--- src/rtl/quad_decoder.sv ---
// Quadrature decoder: synchronizes encoder A/B, validates Gray-code quarter-steps and
// drives a wrapping up/down position counter with step/err pulses.
module quad_decoder #(
  parameter int unsigned WIDTH = 4
) (
  input  logic             clk,
  input  logic             reset,
  input  logic             a,
  input  logic             b,
  output logic [WIDTH-1:0] count,
  output logic             dir,
  output logic             step,
  output logic             err
);

  logic [1:0]       s1_q, s1_d;
  logic [1:0]       s2_q, s2_d;
  logic [1:0]       prev_q, prev_d;
  logic [1:0]       warm_q, warm_d;
  logic [WIDTH-1:0] count_q, count_d;
  logic             dir_q, dir_d;
  logic             step_q, step_d;
  logic             err_q, err_d;
  logic             primed;

  assign primed = (warm_q == 2'd3);

  always_comb begin
    s1_d    = {a, b};
    s2_d    = s1_q;
    prev_d  = s2_q;
    warm_d  = primed ? warm_q : warm_q + 2'd1;
    count_d = count_q;
    dir_d   = dir_q;
    step_d  = 1'b0;
    err_d   = 1'b0;
    // {prev, cur}: A-leading order 00->10->11->01 counts up, the reverse counts down.
    if (primed && (s2_q != prev_q)) begin
      unique case ({prev_q, s2_q})
        4'b00_10, 4'b10_11, 4'b11_01, 4'b01_00: begin
          count_d = count_q + 1'b1;
          dir_d   = 1'b1;
          step_d  = 1'b1;
        end
        4'b00_01, 4'b01_11, 4'b11_10, 4'b10_00: begin
          count_d = count_q - 1'b1;
          dir_d   = 1'b0;
          step_d  = 1'b1;
        end
        default: begin
          err_d = 1'b1;
        end
      endcase
    end
  end

  always_ff @(posedge clk) begin
    if (reset) begin
      s1_q    <= 2'b00;
      s2_q    <= 2'b00;
      prev_q  <= 2'b00;
      warm_q  <= 2'd0;
      count_q <= '0;
      dir_q   <= 1'b1;
      step_q  <= 1'b0;
      err_q   <= 1'b0;
    end else begin
      s1_q    <= s1_d;
      s2_q    <= s2_d;
      prev_q  <= prev_d;
      warm_q  <= warm_d;
      count_q <= count_d;
      dir_q   <= dir_d;
      step_q  <= step_d;
      err_q   <= err_d;
    end
  end

  assign count = count_q;
  assign dir   = dir_q;
  assign step  = step_q;
  assign err   = err_q;

endmodule
--- config.mk ---
export PLATFORM = sky130hd
export DESIGN_NAME = quad_decoder
export DESIGN_NICKNAME = d
export VERILOG_FILES = /design/src/rtl/quad_decoder.sv
export SDC_FILE = /design/constraint.sdc
export NUM_CORES = 1
export LEC_CHECK = 0
export BUFFER_PORTS_ARGS = -buffer_cell sky130_fd_sc_hd__buf_2
export CAP_MARGIN = 5
export CORE_UTILIZATION = 50
export CTS_BUF_LIST = sky130_fd_sc_hd__clkbuf_8
export CTS_CLUSTER_DIAMETER = 80
export DETAILED_ROUTE_END_ITERATION = 10
export PLACE_DENSITY = 0.77
export RECOVER_POWER = 25
export SETUP_SLACK_MARGIN = 0.02
export SLEW_MARGIN = 20
export SYNTH_ARGS = -nofsm -noshare
export SYNTH_HDL_FRONTEND = slang
export SYNTH_SLANG_ARGS = --single-unit
export TNS_END_PERCENT = 1
--- constraint.sdc ---
create_clock -name clk -period 2.1 [get_ports clk]
set_input_delay 0.42 -clock clk [delete_from_list [all_inputs] [get_ports clk]]
set_output_delay 0.42 -clock clk [all_outputs]
set_load 0.02 [all_outputs]
==> results of run 1 <==
[placed cells by master (no fill, tap or decap)]
master | netlist | routed
a211oi_1 | 1 | 1
a21oi_1 | 5 | 5
a311oi_1 | 1 | 1
buf_2 | 0 | 9
buf_4 | 0 | 2
clkbuf_1 | 2 | 1
clkbuf_8 | 0 | 3
clkinv_2 | 0 | 1
dfxtp_1 | 15 | 15
fa_1 | 1 | 1
ha_1 | 3 | 3
inv_1 | 1 | 1
mux2_1 | 1 | 1
mux2i_1 | 1 | 1
nand3_1 | 2 | 2
nor2_1 | 4 | 3
nor2_2 | 0 | 1
nor2b_1 | 7 | 7
nor3_1 | 2 | 2
nor4_1 | 1 | 1
nor4b_2 | 1 | 1
o211ai_1 | 1 | 1
o21ai_0 | 2 | 2
o21bai_1 | 1 | 1
or3_2 | 1 | 1
xnor2_1 | 4 | 4
xnor2_2 | 1 | 1
xor2_1 | 1 | 1
xor2_2 | 2 | 2
[stage by stage]
| step | worst slack, ns | hold WS [ns] | instances |
|---|---|---|---|
| final | 0.129 | 0.378 | 89 |
| after global routing | 0.0408 | 0.381 | 89 |
| after CTS | 0.0614 | 0.377 | 89 |
| after detailed placement | 0.0825 | 0.424 | 85 |
| after global placement | 0.124 | 0.418 | 85 |
| after floorplan | 0.0244 | 0.414 | 61 |
[per-layer routing]
layer	vias to the layer above	part of all wire (%)	GRT usage (%)	routed length [um]
met1	205	50	19.0	467
met2	11	43	25.8	402
li1	240	-	-	-
met5	-	0	0	0
met4	0	2.9	13.4	27
met3	5	4.6	5.23	43
[critical path: cells and delay by family (launching register included)]
kind,cells,cell delay [ns]
DFF,1,0.40
muxes,1,0.34
adders and majority gates,1,0.32
AOI/OAI and AO/OA,2,0.31
and+or+nand+nor,2,0.30
xor gates and xnor gates,1,0.19
[layout make-up]
class                           instances  area [um^2]  area share (%)
Tap cell                               14         17.5            2.25
Timing Repair Buffer                   12         63.8            8.19
Multi-Input combinational cell         43          348            44.6
Sequential cell                        15          300            38.5
Inverter                                1         3.75           0.482
Clock buffer                            3         41.3            5.30
Clock inverter                          1         5.00           0.642
[where the power goes]
| group | internal (mW) | switching (mW) | total, mW |
|---|---|---|---|
| Clock | 0.131 | 0.0976 | 0.229 |
| Sequential | 0.301 | 0.0108 | 0.312 |
| Combinational | 0.0369 | 0.0459 | 0.0827 |
[worst paths after layout]
kind	startpoint	endpoint	slack, ns	cells after the start
max	prev_d[1]	count[3]	0.13	7
min	b	s1_q[0]	0.38	2
max reg2reg	prev_d[1]	count[3]	0.13	7
min reg2reg	s1_q[1]	prev_d[1]	0.43	1
[registers in the layout, summed over array words and instances (netlist names)]
| register | count |
|---|---|
| dir | 1 |
| prev_d | 2 |
| step | 1 |
| count | 4 |
| s1_q | 2 |
| prev_q | 2 |
| warm_q | 2 |
| err | 1 |
[cells by family after synthesis]
family          count (synthesis)
xor+xnor                        8
flops                          15
buf+inv                         3
simple gates                   18
fa+ha+maj                       4
compound gates                 11
mux                             2
==> flow_summary_export.csv, run 1 <==
group,metric,value,unit
status,status,"complete, no violations",
yosys,synth_mux_area_share,3.24,%
cells_and_area,diodes,0,
floorplan,start_util,56.8,%
sta,rsz0062_at_grt,"no",
yosys,synth_cells,61,
cells_and_area,post-route-util,67.4,%
clock_tree,cts_buffer_depth,2,
clock_tree,cts_setup_buffers,0,
grt,overflow,0,
routing,vias,461,
yosys,netlist.area_leader.share,45.7,%
yosys,yosysMostFrequentCell,"dfxtp_1",
setup_path,critical_path_required,2.23,ns
cells_and_area,layout-drive-gt1-share,28.0,%
setup_path,end_kind,"register",
grt,grt_usage,16.8,%
cells_and_area,fillerInstances,85,
setup_path,arrival,2.10,ns
floorplan,die_y,38.2,um
routing,detail-route-antenna-nets,0,
yosys,synth_edf_count,0,
cells_and_area,post-route-cell-area,779,um^2
clock_tree,htreeDepth,1,
placement,place.port_buffers,10,
setup_path,crit_type,"reg2reg",
floorplan,die_w,38.2,um
yosys,syn_nets,69,
sta,skew,0.00115,ns
yosys,ys_warn_count,0,
floorplan,io_pins,11,
clock_tree,cts_resized,0,
floorplan,rows,12,
yosys,synth_common_cells,"dfxtp_1 (15), nor2b_1 (7), a21oi_1 (5)",
placement,gp_congestion,0.769,
setup_path,startpoint_type,"register",
min_path,min_path_type,"in2reg",
grt,grt_first_pass_wirelength,1550,um
yosys,synth_top_family_by_area,"simple AND/OR/NAND/NOR gates",
yosys,synth_ff_type,"dfxtp_1",
power,power,0.624,mW
clock_tree,clockRootBuffer,"clkbuf_8",
grt,grt_pass1_vias,370,
yosys,synthXorXnorAreaFrac,14.1,%
routing,vias_per_cell,5.18,
yosys,synth_cell_types,24,
sta,hold_violations,0,
yosys,synth_area,657,um^2
placement,place_area,732,um^2
sta,fin_crit,1.97,ns
setup_path,cp_slowest_cell,"dfxtp_1",
cells_and_area,area_growth,18.7,%
sta,fmaxAchievable,507,MHz
routing,drt_pre_antenna_iters,3,
yosys,avgSynthCellArea,10.8,um^2
sta,finalSetupTns,0,ns
yosys,synth_top_area_cell,"dfxtp_1",
sta,slew_violations,0,
yosys,synth_simple_gate_area_share,16.4,%
floorplan,core-area,1160,um^2
floorplan,dieArea,1460,um^2
clock_tree,cts_tree,"yes",
routing,drtIter0Drc,2,
clock_tree,cts-hold-fix-buffers,0,
placement,place_hpwl,642,um
power,ir_worst_vdd,0.000460,V
setup_path,path_cells,"xor2_2 -> nor2_2 -> ha_1 -> a21oi_1 -> a211oi_1 -> nor4b_2 -> mux2_1",
setup_path,critPathMaxStageDelay,0.40,ns
clock_tree,cts_buffers,3,
setup_path,path_max_fanout,3,
yosys,synth-seq-area-share,45.7,%
power,p_leak,0.325,nW
sta,finalCritPeriodShare,93.9,%
clock_tree,clkLatencyLatePin,0.24,ns
yosys,synth_compound_area_share,10.1,%
power,power.density,800,nW/um^2
job,cap_violations,0,
routing,wl_per_cell,10.6,um
clock_tree,clkTransAtPathRegs,0.06,ns
cells_and_area,fin_nets,84,
yosys,ys_ff_latch,15,
yosys,synthAdderAreaFrac,8.76,%
sta,setup_viol_count_final,0,
yosys,yosys-top-cells-area,"dfxtp_1 (46%), nor2b_1 (6.7%), ha_1 (5.7%)",
routing,wirelength,940,um
sta,slew_headroom,55.7,%
sta,tightest_slew,0.665,ns
yosys,synthArstFlopShare,0,%
clock_tree,clkSinkCount,15,
grt,grt_max_degree,17,
routing,drc,0,
grt,antenna_found_initial,0,
No activity file was read; power rests on OpenSTA's default activity.
==> run 2, diff against run 1 <==
- CORE_UTILIZATION: 50 -> 46
- CTS_BUF_LIST: sky130_fd_sc_hd__clkbuf_8 -> sky130_fd_sc_hd__clkbuf_16
- PLACE_DENSITY: 0.77 -> unset
- PLACE_DENSITY_LB_ADDON: unset -> 0.2
==> run 2 against run 1 <==
Design area increased by 4.7%. First-iteration DRC count increased by 50%. Wire length increased by 1.2%. Final cell count increased by 1.1%. Core utilization decreased by 5.5 points. Flip-flop and latch count unchanged. Count of clock-buffer cells in the layout unchanged. Non-clock buffer count unchanged. Total power increased by 21%. Fmax increased by 1.2%. Combinational power increased by 0.7%.
==> flow_summary_export.csv, run 2 (synthesis results as in run 1) <==
group,metric,value,unit
floorplan,dieArea,1580,um^2
placement,gp_congestion,0.676,
placement,place.port_buffers,10,
cells_and_area,fillerInstances,111,
sta,hold_violations,0,
floorplan,die_w,39.8,um
floorplan,io_pins,11,
clock_tree,clkSinkCount,15,
sta,layout_setup_ws,0.151,ns
floorplan,core-area,1320,um^2
floorplan,start_util,49.9,%
clock_tree,clockRootBuffer,"clkbuf_16",
sta,slew_violations,0,
sta,rsz0062_at_grt,"no",
clock_tree,htreeDepth,1,
grt,antenna_found_initial,0,
sta,fmaxAchievable,513,MHz
setup_path,critical_path_required,2.23,ns
cells_and_area,diodes,0,
power,power,0.757,mW
clock_tree,cts_tree,"yes",
sta,tightest_slew,0.636,ns
sta,slew_headroom,57.6,%
clock_tree,clkLatencyLatePin,0.24,ns
setup_path,path_buf_inv,0,
routing,vias,475,
power,p_leak,0.340,nW
sta,skew,0.00196,ns
grt,grt_pass1_vias,370,
power,power.density,928,nW/um^2
job,cap_violations,0,
clock_tree,cts_buffer_depth,2,
cells_and_area,final_cell_mix,"dfxtp_1 (14), buf_2 (9), nor2b_1 (7), a21oi_1 (5), xnor2_1 (4)",
min_path,min_path_type,"in2reg",
cells_and_area,largest_register_ffs,4,
sta,finalSetupTns,0,ns
setup_path,end_kind,"register",
grt,overflow,0,
placement,post-place-cells,86,
clock_tree,clkTransAtPathRegs,0.05,ns
routing,wirelength,951,um
status,status,"complete, no violations",
grt,grt_usage,15.4,%
placement,dpl_worst_slack,0.0697,ns
routing,drt_pre_antenna_iters,4,
clock_tree,cts-hold-fix-buffers,0,
routing,drtIter0Drc,3,
grt,grt_first_pass_wirelength,1510,um
cells_and_area,fin_cells,90,
routing,drc,0,
setup_path,crit_family,"flip-flops",
setup_path,arrival,2.08,ns
sta,setup_viol_count_final,0,
routing,wl_per_cell,10.6,um
grt,grt_max_degree,17,
floorplan,die_y,39.8,um
clock_tree,cts_buffers,3,
power,ir_worst_vdd,0.000551,V
sta,fin_crit,1.95,ns
cells_and_area,post-route-util,61.9,%
setup_path,startpoint_type,"register",
routing,vias_per_cell,5.28,
setup_path,crit_type,"reg2reg",
sta,finalCritPeriodShare,92.8,%
setup_path,critPathMaxStageDelay,0.39,ns
placement,place_hpwl,696,um
routing,detail-route-antenna-nets,0,
setup_path,cp_slowest_cell,"dfxtp_1",
cells_and_area,layout-drive-gt1-share,29.3,%
cells_and_area,mostFrequentLayoutCell,"dfxtp_1",
floorplan,rows,13,
clock_tree,cts_setup_buffers,0,
setup_path,path_max_fanout,3,
cells_and_area,area_growth,24.2,%
setup_path,path_cells,"xor2_2 -> nor2_2 -> ha_1 -> a21oi_1 -> a211oi_1 -> nor4b_2 -> mux2_1",
cells_and_area,fin_nets,84,
## run 2: routing by layer
metal	up-vias	global-route usage, %	share of wire [%]
met4	0	10.3	0.63
met2	10	23.4	49
met3	2	6.82	4.3
met1	223	17.1	46
li1	240	-	-
met5	-	0	0
## run 2: cell type report
cell class                 count  area (um^2)  area share (%)
sequential                    15          302            37.0
tap                           15         18.8            2.30
timing repair buffer          12         63.8            7.82
clock inverter                 1         5.00           0.613
multi-input combinational     43          348            42.6
inverter                       1         3.75           0.460
clock buffer                   3         75.1            9.20
## run 2: worst paths after layout
| check | depth (start not counted) | slack, ns | from | end |
|---|---|---|---|---|
| setup / recovery | 7 | 0.15 | prev_q[0] | count[3] |
| setup reg to reg | 7 | 0.15 | prev_q[0] | count[3] |
| hold / removal | 2 | 0.39 | a | s1_q[1] |
| hold reg to reg | 1 | 0.43 | s1_q[0] | prev_d[0] |
## run 2: repair_timing
action                                  4_1_cts  5_1_grt
hold endpoints to repair                      0        0
gates resized for setup                       0        2
endpoints found under the setup margin        0        1
## run 2: stage by stage
stage | hold WS (ns) | area, um^2
2_1_floorplan | 0.414 | 657
3_3_place_gp | 0.420 | 733
3_5_place_dp | 0.427 | 733
4_1_cts | 0.391 | 813
5_1_grt | 0.400 | 816
6_report | 0.393 | 816
## run 2: where the power goes
part	total [mW]	switching, mW	leakage, nW	internal (mW)
Combinational	0.0833	0.0464	0.177	0.0368
Clock	0.361	0.108	0.0409	0.253
Sequential	0.313	0.0106	0.123	0.302
Total	0.757	0.165	0.340	0.592
